`config.mk`:
```
export PLATFORM = sky130hd
export DESIGN_NAME = cpu_top
export DESIGN_NICKNAME = d
export VERILOG_FILES = /design/src/rtl/cpu_top.sv
export SDC_FILE = /design/constraint.sdc
export NUM_CORES = 1
export LEC_CHECK = 0
export CAP_MARGIN = 20
export CELL_PAD_IN_SITES_DETAIL_PLACEMENT = 0
export CELL_PAD_IN_SITES_GLOBAL_PLACEMENT = 2
export CORE_ASPECT_RATIO = 0.75
export CORE_MARGIN = 3
export CORE_UTILIZATION = 30
export DETAILED_ROUTE_END_ITERATION = 8
export PLACE_DENSITY_LB_ADDON = 0.1
export SETUP_SLACK_MARGIN = 0.1
export SYNTH_ARGS = -nofsm -noshare
export SYNTH_HDL_FRONTEND = slang
export SYNTH_SLANG_ARGS = --single-unit
```
`constraint.sdc`:
```
create_clock -name clk -period 3.2 [get_ports clk]
set_input_delay 0.96 -clock clk [delete_from_list [all_inputs] [get_ports clk]]
set_output_delay 0.96 -clock clk [all_outputs]
set_load 0.005 [all_outputs]
```
`src/rtl/cpu_top.sv`:
```
`default_nettype none
// ============================================================================
//  Module      : cpu_top
//  Description : 16-bit accumulator CPU, multi-cycle and microprogrammed.
//                It reaches one external 256x16 synchronous memory through
//                the MAR (address) and MBR (data) registers. Each memory read
//                has one wait state. A store is flagged by Control_Signals[11]
//                for a single cycle, and the memory model samples that bit
//                hierarchically.
//  Ports       : clk            - system clock, rising edge
//                rst            - synchronous active-high reset
//                MBR_in_memory  - registered read data from memory
//                MAR_out_memory - memory address (MAR register)
//                MBR_out_memory - memory write data (MBR register)
//  Options     : CPU_MPY_EN     - when defined, builds the signed 16x16
//                                 multiplier for MPY. When undefined, MPY
//                                 executes as a 7-clock NOP.
//  Revision    : 1.0 - initial release
// ============================================================================
module cpu_top #(
    parameter logic [7:0] RESET_PC = 8'd0,
    parameter int         ADDR_W   = 8,
    parameter int         DATA_W   = 16
) (
    input  logic              clk,
    input  logic              rst,
    input  logic [DATA_W-1:0] MBR_in_memory,
    output logic [ADDR_W-1:0] MAR_out_memory,
    output logic [DATA_W-1:0] MBR_out_memory
);

    localparam logic [7:0] c_OP_STORE  = 8'h01;
    localparam logic [7:0] c_OP_LOAD   = 8'h02;
    localparam logic [7:0] c_OP_ADD    = 8'h03;
    localparam logic [7:0] c_OP_SUB    = 8'h04;
    localparam logic [7:0] c_OP_JMPGEZ = 8'h05;
    localparam logic [7:0] c_OP_JMP    = 8'h06;
    localparam logic [7:0] c_OP_HALT   = 8'h07;
    localparam logic [7:0] c_OP_MPY    = 8'h08;
    localparam logic [7:0] c_OP_AND    = 8'h0A;
    localparam logic [7:0] c_OP_OR     = 8'h0B;
    localparam logic [7:0] c_OP_NOT    = 8'h0C;
    localparam logic [7:0] c_OP_SHIFTR = 8'h0D;
    localparam logic [7:0] c_OP_SHIFTL = 8'h0E;

    typedef enum logic [3:0] {
        ST_F0   = 4'd0,
        ST_F1   = 4'd1,
        ST_F2   = 4'd2,
        ST_D    = 4'd3,
        ST_O0   = 4'd4,
        ST_O1   = 4'd5,
        ST_EX   = 4'd6,
        ST_AC   = 4'd7,
        ST_S0   = 4'd8,
        ST_S1   = 4'd9,
        ST_JP   = 4'd10,
        ST_HALT = 4'd11
    } state_t;

    state_t      r_state;
    logic [7:0]  r_pc;
    logic [7:0]  r_mar;
    logic [15:0] r_mbr;
    logic [7:0]  r_ir;
    logic [15:0] r_acc;
    logic [15:0] r_mr;

    logic [15:0] Control_Signals;
    logic [7:0]  w_opcode;
    logic        w_unused;

    assign MAR_out_memory = r_mar;
    assign MBR_out_memory = r_mbr;

    // While in D, the opcode is still in MBR and has not yet reached IR.
    assign w_opcode = r_mbr[15:8];

`ifdef CPU_MPY_EN
    logic signed [31:0] w_product;
    assign w_product = $signed(r_acc) * $signed(r_mbr);
`endif

    // Micro-control decode. F0 decodes to all zeros, so the reset state
    // shows a zero control word. Bit 11 is the memory write strobe. The
    // other bits tag micro-operations so they are visible during debug.
    always_comb begin
        Control_Signals = 16'h0000;
        case (r_state)
            ST_F1, ST_O0: Control_Signals[0]  = 1'b1;  // read wait state
            ST_F2: begin
                Control_Signals[1] = 1'b1;             // MBR <- memory
                Control_Signals[2] = 1'b1;             // PC increment
            end
            ST_D: begin
                Control_Signals[3] = 1'b1;             // IR load
                Control_Signals[4] = 1'b1;             // MAR <- operand address
            end
            ST_O1:   Control_Signals[1]  = 1'b1;
            ST_EX:   Control_Signals[5]  = 1'b1;       // memory-operand ALU op
            ST_AC:   Control_Signals[6]  = 1'b1;       // accumulator-only op
            ST_S0:   Control_Signals[7]  = 1'b1;       // MBR <- ACC
            ST_S1:   Control_Signals[11] = 1'b1;       // memory write strobe
            ST_JP:   Control_Signals[8]  = 1'b1;       // conditional PC load
            ST_HALT: Control_Signals[9]  = 1'b1;
            default: Control_Signals = 16'h0000;
        endcase
    end

    // Logic inside the core never reads the control word or MR. Only the
    // memory model and debug observe them.
    assign w_unused = ^{Control_Signals, r_mr};

    always_ff @(posedge clk) begin
        if (rst) begin
            r_state <= ST_F0;
            r_pc    <= RESET_PC;
            r_mar   <= 8'h00;
            r_mbr   <= 16'h0000;
            r_ir    <= 8'h00;
            r_acc   <= 16'h0000;
            r_mr    <= 16'h0000;
        end else begin
            case (r_state)
                ST_F0: begin
                    r_mar   <= r_pc;
                    r_state <= ST_F1;
                end
                ST_F1: r_state <= ST_F2;
                ST_F2: begin
                    r_mbr   <= MBR_in_memory;
                    r_pc    <= r_pc + 8'd1;            // wraps 255 -> 0
                    r_state <= ST_D;
                end
                ST_D: begin
                    r_ir  <= w_opcode;
                    r_mar <= r_mbr[7:0];
                    case (w_opcode)
                        c_OP_HALT:                         r_state <= ST_HALT;
                        c_OP_JMP, c_OP_JMPGEZ:             r_state <= ST_JP;
                        c_OP_STORE:                        r_state <= ST_S0;
                        c_OP_NOT, c_OP_SHIFTR, c_OP_SHIFTL: r_state <= ST_AC;
                        // Memory-operand ops and unknown opcodes both fetch
                        // an operand, so NOPs take the full 7 clocks.
                        default:                           r_state <= ST_O0;
                    endcase
                end
                ST_O0: r_state <= ST_O1;
                ST_O1: begin
                    r_mbr   <= MBR_in_memory;
                    r_state <= ST_EX;
                end
                ST_EX: begin
                    case (r_ir)
                        c_OP_LOAD: r_acc <= r_mbr;
                        c_OP_ADD:  r_acc <= r_acc + r_mbr;
                        c_OP_SUB:  r_acc <= r_acc - r_mbr;
                        c_OP_AND:  r_acc <= r_acc & r_mbr;
                        c_OP_OR:   r_acc <= r_acc | r_mbr;
                        c_OP_MPY: begin
`ifdef CPU_MPY_EN
                            r_acc <= w_product[15:0];
                            r_mr  <= w_product[31:16];
`else
                            // No multiplier is built. The operand is fetched
                            // and then discarded.
                            r_acc <= r_acc;
`endif
                        end
                        default: r_acc <= r_acc;
                    endcase
                    r_state <= ST_F0;
                end
                ST_AC: begin
                    case (r_ir)
                        c_OP_NOT:    r_acc <= ~r_acc;
                        c_OP_SHIFTR: r_acc <= {r_acc[15], r_acc[15:1]};
                        c_OP_SHIFTL: r_acc <= {r_acc[14:0], 1'b0};
                        default:     r_acc <= r_acc;
                    endcase
                    r_state <= ST_F0;
                end
                ST_S0: begin
                    r_mbr   <= r_acc;
                    r_state <= ST_S1;
                end
                // The memory commits MBR at MAR on the edge that closes S1.
                ST_S1: r_state <= ST_F0;
                ST_JP: begin
                    if (r_ir == c_OP_JMP || (r_ir == c_OP_JMPGEZ && !r_acc[15])) begin
                        r_pc <= r_mar;
                    end
                    r_state <= ST_F0;
                end
                ST_HALT: r_state <= ST_HALT;
                default: r_state <= ST_F0;
            endcase
        end
    end

endmodule
`default_nettype wire

```
Yosys cells after proc, flatten, opt, wreduce, memory -nomap -nowiden:

Cells that the tools add are included.

* flip-flop bits (word level): 60
* input bits: 18
* word-level logic and storage cells: 68

* add/sub/neg operators: 3
* eq/ne operators: 32
* mux-type cells: 9
* bitwise logic cells: 3
* reduce and logical (&&, ||, !) cells: 14

Operators by type and width (count)
* $pmux 16 s5: 1
* $eq 8x4->1 const B: 8
* $pmux 16 s2: 2
* $eq 8x3->1 const B: 6
* $pmux 16 s3: 1
* $pmux 4 s8: 1
* $pmux 8 s2: 2
* $add 16x16->16: 1
* $and 16x16->16: 1
* $eq 4x3->1 const B: 4
* $eq 8x2->1 const B: 2
* $not 16->16: 1
* $or 16x16->16: 1
* $pmux 4 s4: 1
* $sub 16x16->16: 1
* $eq 4x4->1 const B: 3
* $add 8x1->8 const B: 1
* $eq 4x2->1 const B: 2
* $eq 8x1->1 const B: 1
* $mux 8: 1
* $reduce_bool 2->1: 4
* $ne 6x6->1 const B: 1
* $eq 4x1->1 const B: 1
* $logic_not 4->1: 1
* other kinds (11): 13

Depth between registers and ports, before layout:

Gate-level depths: netlist of the first run.

* word-level depth: 5
* depth in mapped cells: 15

Least setup slack after synthesis of the first run:

No wires, ideal clock.

* path type: reg-to-reg
* start point: register r_ir[4]
* end point: register r_acc[13]
* setup time: 131 ps
* arrival time: 3234 ps
* required time: 3069 ps
* slack: -164 ps
* stages on the path, launching flop included: 14
* buffers on the path: 2
* cell sequence: dfxtp_1 -> or4_1 -> buf_2 -> buf_2 -> nor2_1 -> a21oi_1 -> xnor2_1 -> ha_1 -> and2_1 -> and3_1 -> a221o_1 -> or3_1 -> a31oi_1 -> o31ai_1

* longest elaborated chain between the ends: 3
* elaborated cells between the ends (all ways): 14
* classes of those cells: eq/ne: 10; mux: 3; reduce/logical: 1

RTL lines
* start: declaration: line 65 `logic [7:0] r_ir;`
* start signal: assignment: line 136 `r_ir <= w_opcode;`
* $eq 8x4->1, or another cell as far along: line 154 `case (r_ir)`
* $pmux 16 s5, or another cell as far along: line 154
* $pmux 16 s2 / $reduce_and 3->1 (equally long branches)
* end signal: assignment: line 155 `c_OP_LOAD: r_acc <= r_mbr;`
* end signal: assignment: line 156 `c_OP_ADD: r_acc <= r_acc + r_mbr;`
* end signal: assignment: line 157 `c_OP_SUB: r_acc <= r_acc - r_mbr;`
* end: declaration: line 66 `logic [15:0] r_acc;`

Parallel ways exist; a longest one is shown, timed or not.
A chain may end at the register's enable or synchronous reset.

Final worst setup path of the first run:

Ends and elaborated chain as after synthesis.

==> impl_results.md, run 1 <==
- IR Drop Worst-Case VDD: 0.222 mV
- Post-synth top area share: 0.240
- Required @ worst endpoint: 3.41 ns
- CP most frequent cell: buf_6
- Sequential Area: 1200 sq um
- Synth Area in Adders: 0.0514
- Number of synthesized flops with an enable pin: 0
- Htree depth: 3
- Layout fillers: 1,685
- Detail Route Antenna Nets: 0
- Vias in the first global route: 5,135
- Setup violations, final: 0
- Die Y: 118 um
- Layout area overhead: 32.8%
- Die W: 155 um
- Total number of vias: 5,543
- Critical path type: flop to flop
- Final period utilization: 0.983
- Netlist Area Pre-Place: 5010 sq um
- Synth Area in Simple Gates: 0.239
- Async SR Flop Fraction: 0
- Fin area: 6660 sq um
- DP Worst Slack: -0.124 ns
- CP Capture Type: flop
- Cells after DPL: 933
- I/O pin count: 42
- CTS clk-pin slew, worst paths: 0.06 ns
- Synth unique cells: 76
- Post-synthesis cell count: 674
- Setup WS post-layout: 0.0551 ns
- Worst path max stage delay: 0.55 ns
- Clk_lat worst skew: 0.34 ns
- Max Cap Viol: 0
- Diode count: 0
- Number of buffer and inverter stages on the critical path: 3
- Pin count of the biggest net entering global routing: 41
- CTS tree: built
- Area share of xor/xnor cells in the synthesized design: 0.0454
- Max FO, Critical Path: 6
- Die area: 18,300 sq um
- CP max-delay cell: or4_4
- FMAX: 0.318 GHz
- Area occupied by multi-input gates: 3850 sq um
- Grt total ovfl: 0
- Crit path DAT: 3.36 ns
- Global-route wire length before repair: 30,600 um
- Starting density of the core: 0.310
- Register area share after synthesis: 0.240
- Initial antenna violation count: 0
- Clock root cell: clkbuf_16
- Cell family with most CP delay: simple AND/OR/NAND/NOR gates
- DR pass1 iterations: 5
- CTS buffer count: 9
- Mapped Nets: 712
- Fin crit period: 3.14 ns
- Clock tree buffer depth: 2
- Pwr dens: 447 nW/um^2
- Final setup TNS: 0 ns
- DR WL/cell: 20.7 um
- GPL Wtd Cong: 0.895
- CP Cell Sequence: or4_4, buf_6, nor2_4, buf_6, nor2_2, xnor2_1, ha_1, buf_6, a21o_1, a21oi_4, a211oi_4, or3_1, a31oi_1, o31ai_1
- Layout Nets: 782
- PortBufs: 41
- Setup Skew: 0.00839 ns
- DRC Markers: 0
- Seq cells post-synth: 60
- WL final: 19,800 um
- Post-synthesis compound-gate area fraction: 0.327
- GRT Overall Usage: 0.211
- Leak Pwr: 2.28 nW
- Placed cell area: 6010 sq um
- Mux contribution to synthesized area: 0.0400
- Yosys warnings: 0
- RSZ-0062 raised after global routing: yes
- Top cell type by total area after synthesis: dfxtp_1
- Final Power: 2.98 mW
- Final hold violations: 0
- Cell row count: 40
- Rel. slew slack: 0.492
- Core area: 16,200 sq um
- CP startpoint kind: flop
- Area contributors post-synth: dfxtp_1 24%, a21oi_1 5.8%, nand2_1 5.5%, ha_1 4.7%, nor2_1 4.6%
- Final std cells w/o fill: 958
- Run status: finished, final reports clean
- Synth Flop Type: dfxtp_1
- Fin. max-slew vios: 0
- Post-DP HPWL: 14,500 um
- Worst-Margin Slew: 0.762 ns
- Mapped Avg Cell Area: 7.43 sq um
- Hold WC Path Type: flop to flop
- Share of cells above drive strength 1: 0.210
- DRT iter0 DRCs: 506
- Post-DR vias/cell: 5.79
- Largest family of logic cells by synthesized area: compound AO/OA/AOI/OAI gates
- Sink Count: 60
-- final cells by class --
| type | instances | share of cell area |
|---|---|---|
| inverters | 13 | 0.00733 |
| clock inverters | 4 | 0.00376 |
| clock buffers | 11 | 0.0380 |
| flip-flops and latches | 60 | 0.181 |
| multi-input cells | 542 | 0.579 |
| well taps | 210 | 0.0395 |
| repair buffers | 118 | 0.152 |
-- registers in the layout (all words and copies together) (netlist names) --
| name | count |
|---|---|
| MBR_out_memory | 16 |
| r_acc | 16 |
| MAR_out_memory | 8 |
| r_ir | 8 |
| r_pc | 8 |
| r_state | 4 |
-- metal layers --
metal | up-vias | part of all wire | GRT usage
li1 | 2671 | - | -
met1 | 2664 | 0.52 | 0.329
met2 | 186 | 0.42 | 0.300
met3 | 22 | 0.057 | 0.0334
met4 | 0 | 0.010 | 0.0476
met5 | - | 0 | 0
-- cells in the mapped netlist (all sizes together) (9+ instances only) --
master,n
inv,13
nor2,62
xor2,10
nor4,9
dfxtp,60
buf,17
a31oi,9
a22oi,18
mux2i,20
xnor2,16
a21oi,59
nand2b,9
nand2,73
clkbuf,42
and3,10
ha,19
a311oi,10
nand3,9
a211oi,26
o21ai,40
nor3,15
-- report_power, final --
group	internal, mW	switching, mW	total, mW
clock network	0.559	0.378	0.938
registers	0.785	0.0644	0.849
logic	0.595	0.596	1.19
total	1.94	1.04	2.98
-- worst paths after layout --
kind                                        start   endpoint  slack, ns  cells after the start
worst max register to register            r_ir[4]  r_acc[13]       0.06                     14
worst min-delay path            MAR_out_memory[0]    r_pc[0]       0.50                      2
worst min register to register  MAR_out_memory[0]    r_pc[0]       0.50                      2
worst max-delay path                      r_ir[4]  r_acc[13]       0.06                     14
-- tightest hold or removal path, stage by stage, from the launching register on --
cell	delay, ns
dfxtp_1	0.32
nand3_1	0.07
a21oi_1	0.06
-- cells in the final DEF (no fill, tap or decap), types with 17 or more instances in the layout --
| cell type | synthesis | layout |
|---|---|---|
| a211oi_1 | 25 | 21 |
| a21oi_1 | 58 | 46 |
| a22oi_1 | 18 | 17 |
| buf_4 | 1 | 71 |
| clkdlybuf4s50_1 | 0 | 40 |
| dfxtp_1 | 60 | 58 |
| mux2i_1 | 20 | 20 |
| nand2_1 | 73 | 72 |
| nor2_1 | 61 | 58 |
| o21ai_0 | 38 | 33 |
-- kinds of logic after synthesis --
group	Yosys count
flops	60
simple gates	238
xor+xnor	26
mux	20
compound gates	238
buf+inv	72
fa+ha+maj	20
-- stage by stage --
step,hold WS (ns),utilization
after global placement,0.484,0.371
after global routing,0.538,0.412
final,0.503,0.412
after CTS,0.505,0.403
after detailed placement,0.498,0.372
after floorplan,0.444,-
-- what timing repair did --
| item | 4_1_cts | 5_1_grt |
|---|---|---|
| endpoints found under the hold margin | 0 | 0 |
| pin swaps | 34 | 22 |
| buffers inserted | 9 | 1 |
| resized for setup | 37 | 29 |
| endpoints found under the setup margin | 11 | 12 |
| hold buffers | 0 | 0 |
Power figures use the tool's default switching activity.
==> inputs of run 2 (changes only) <==
--- a/config.mk
+++ b/config.mk
@@ -9,8 +9,9 @@
 export CELL_PAD_IN_SITES_DETAIL_PLACEMENT = 0
 export CELL_PAD_IN_SITES_GLOBAL_PLACEMENT = 2
 export CORE_ASPECT_RATIO = 0.75
-export CORE_MARGIN = 3
+export CORE_MARGIN = 1.5
 export CORE_UTILIZATION = 30
+export CTS_CLUSTER_SIZE = 24
 export DETAILED_ROUTE_END_ITERATION = 8
 export PLACE_DENSITY_LB_ADDON = 0.1
 export SETUP_SLACK_MARGIN = 0.1
==> impl_results.md, run 2 (same netlist as run 1, synthesis figures left out) <==
- Cells after DPL: 936 (+0.32%)
- Fin crit period: 3.17 ns (+0.0226 ns)
- Initial antenna violation count: 0 (unchanged)
- DR WL/cell: 20.6 um (-0.15%)
- Worst hold path startpoint: MAR_out_memory[0]
- Post-DR vias/cell: 5.78 (-0.14%)
- Final setup TNS: 0 ns (unchanged)
- Met3 Routed Length: 1280 um (+14%)
- Worst-Margin Slew: 0.730 ns (-0.0319 ns)
- FMAX: 0.316 GHz (-0.71%)
- CP Capture Type: flop
- WHS: 0.493 ns (-0.00996 ns)
- CP startpoint kind: flop
- DRT iter0 DRCs: 448 (-11%)
- DR pass1 iterations: 7 (+2)
- Hold WC Path Type: flop to flop
- Crit path DAT: 3.38 ns (+0.02 ns)
- DR top layer: met4
- CTS tree: built
- Most common cell after layout, fill and taps aside: buf_4
- Layout area overhead: 31.5%
- Max FO, Critical Path: 4 (-2)
- Diode count: 0 (unchanged)
- Commonest cells after routing, fill and taps aside: 74 x buf_4, 72 x nand2_1, 60 x nor2_1
- Pwr dens: 456 nW/um^2 (+1.9%)
- Rel. slew slack: 0.513 (+0.0213)
- RSZ-0062 raised after global routing: yes
- DRC Markers: 0 (unchanged)
- I/O pin count: 42 (unchanged)
- Setup Skew: 0.00655 ns (-0.00183 ns)
- Reg2Reg Launch Point: r_ir[7]
- Setup violations, final: 0 (unchanged)
- Die W: 152 um (-1.9%)
- IR Drop Worst-Case VDD: 0.214 mV (-3.4%)
- Final period utilization: 0.990 (+0.00706)
- Detail Route Antenna Nets: 0 (unchanged)
- Cell row count: 40 (unchanged)
- Starting density of the core: 0.310 (unchanged)
- Fin. max-slew vios: 0 (unchanged)
- Final std cells w/o fill: 960 (+0.21%)
- Required @ worst endpoint: 3.41 ns (about the same)
- Global-route wire length before repair: 30,600 um (about the same)
- CP Launch Point: r_ir[7]
- Max Cap Viol: 0 (unchanged)
- Leak Pwr: 2.29 nW (+0.38%)
- Clk_lat worst skew: 0.34 ns (about the same)
- Layout fillers: 1,679 (-0.36%)
- Layout Nets: 783 (+0.13%)
- Final hold violations: 0 (unchanged)
- CTS clk-pin slew, worst paths: 0.06 ns (about the same)
- Total number of vias: 5,547 (+0.072%)
- Share of cells above drive strength 1: 0.193 (-0.0166)
- CTS buffer count: 9 (unchanged)
- GPL Wtd Cong: 0.865 (-3.4%)
- WL final: 19,800 um (about the same)
- Run status: finished, final reports clean
- GRT Overall Usage: 0.223 (+0.0123)
- Grt total ovfl: 0 (unchanged)
- Post-DP HPWL: 14,600 um (+0.77%)
- Htree depth: 3 (unchanged)
- Met2 wire length: 8190 um (-0.94%)
- Die Y: 115 um (-2.5%)
- Die area: 17,500 sq um (-4.4%)
- Vias in the first global route: 5,239 (+2.0%)
- Critical path type: flop to flop
- PortBufs: 41 (unchanged)
- Util after Layout: 0.408 (-0.00410)
- Sink Count: 60 (unchanged)
- Core area: 16,200 sq um (unchanged)
- Length of routed wiring on met1: 10,000 um (-1.6%)
- Pin count of the biggest net entering global routing: 47 (+15%)
- Clock root cell: clkbuf_16
- Clock tree buffer depth: 2 (unchanged)
## run 2: path summary, 6_finish.rpt
check | end | slack (ns) | cells after the start
min reg2reg | r_pc[0] | 0.49 | 2
max reg2reg | r_acc[15] | 0.03 | 13
max | r_acc[15] | 0.03 | 13
min | r_pc[0] | 0.49 | 2
## run 2: report_power, final
part	leakage, nW	switching (mW)	internal (mW)
combinational	1.65	0.588	0.555
clock	0.149	0.374	0.643
sequential	0.488	0.0604	0.785
total	2.29	1.02	1.98
## run 2: layout make-up
| class | instances | area, sq um | area share |
|---|---|---|---|
| flip-flops and latches | 60 | 1200 | 0.182 |
| well taps | 210 | 263 | 0.0399 |
| clock inverters | 4 | 47.5 | 0.00721 |
| multi-input cells | 542 | 3760 | 0.571 |
| inverters | 13 | 48.8 | 0.00740 |
| clock buffers | 12 | 256 | 0.0389 |
| repair buffers | 119 | 1010 | 0.153 |
## run 2: critical path, cell delays in order, from the launching register on
cell,delay [ns]
dfxtp_1,0.30
or4_4,0.53
buf_4,0.16
nor2_4,0.18
buf_6,0.13
a21oi_1,0.04
xnor2_1,0.13
ha_1,0.35
a211oi_4,0.37
o21ai_2,0.12
or2_4,0.27
a21o_1,0.19
xnor2_1,0.16
o22ai_1,0.11
## run 2: per-stage QoR
stage / area [sq um] / power (mW) / setup slack (ns)
after global routing: 6590 / 3.15 / -0.100
after CTS: 6470 / 2.95 / -0.00834
final: 6590 / 3.01 / 0.0325
after detailed placement: 6040 / 1.86 / -0.0759
after floorplan: 5060 / 1.43 / -0.0369
after global placement: 6020 / 1.86 / -0.0362
## run 2: timing repair
action | CTS | global route
buffers inserted | 4 | 4
endpoints found under the setup margin | 10 | 12
gates resized for setup | 23 | 21
pin swaps | 11 | 27
gates cloned | 0 | 0
hold buffers | 0 | 0
## run 2: per-layer routing
layer	vias up	global-route usage
met3	27	0.0384
li1	2664	-
met1	2665	0.328
met2	191	0.338
met4	0	0.0531
met5	-	0
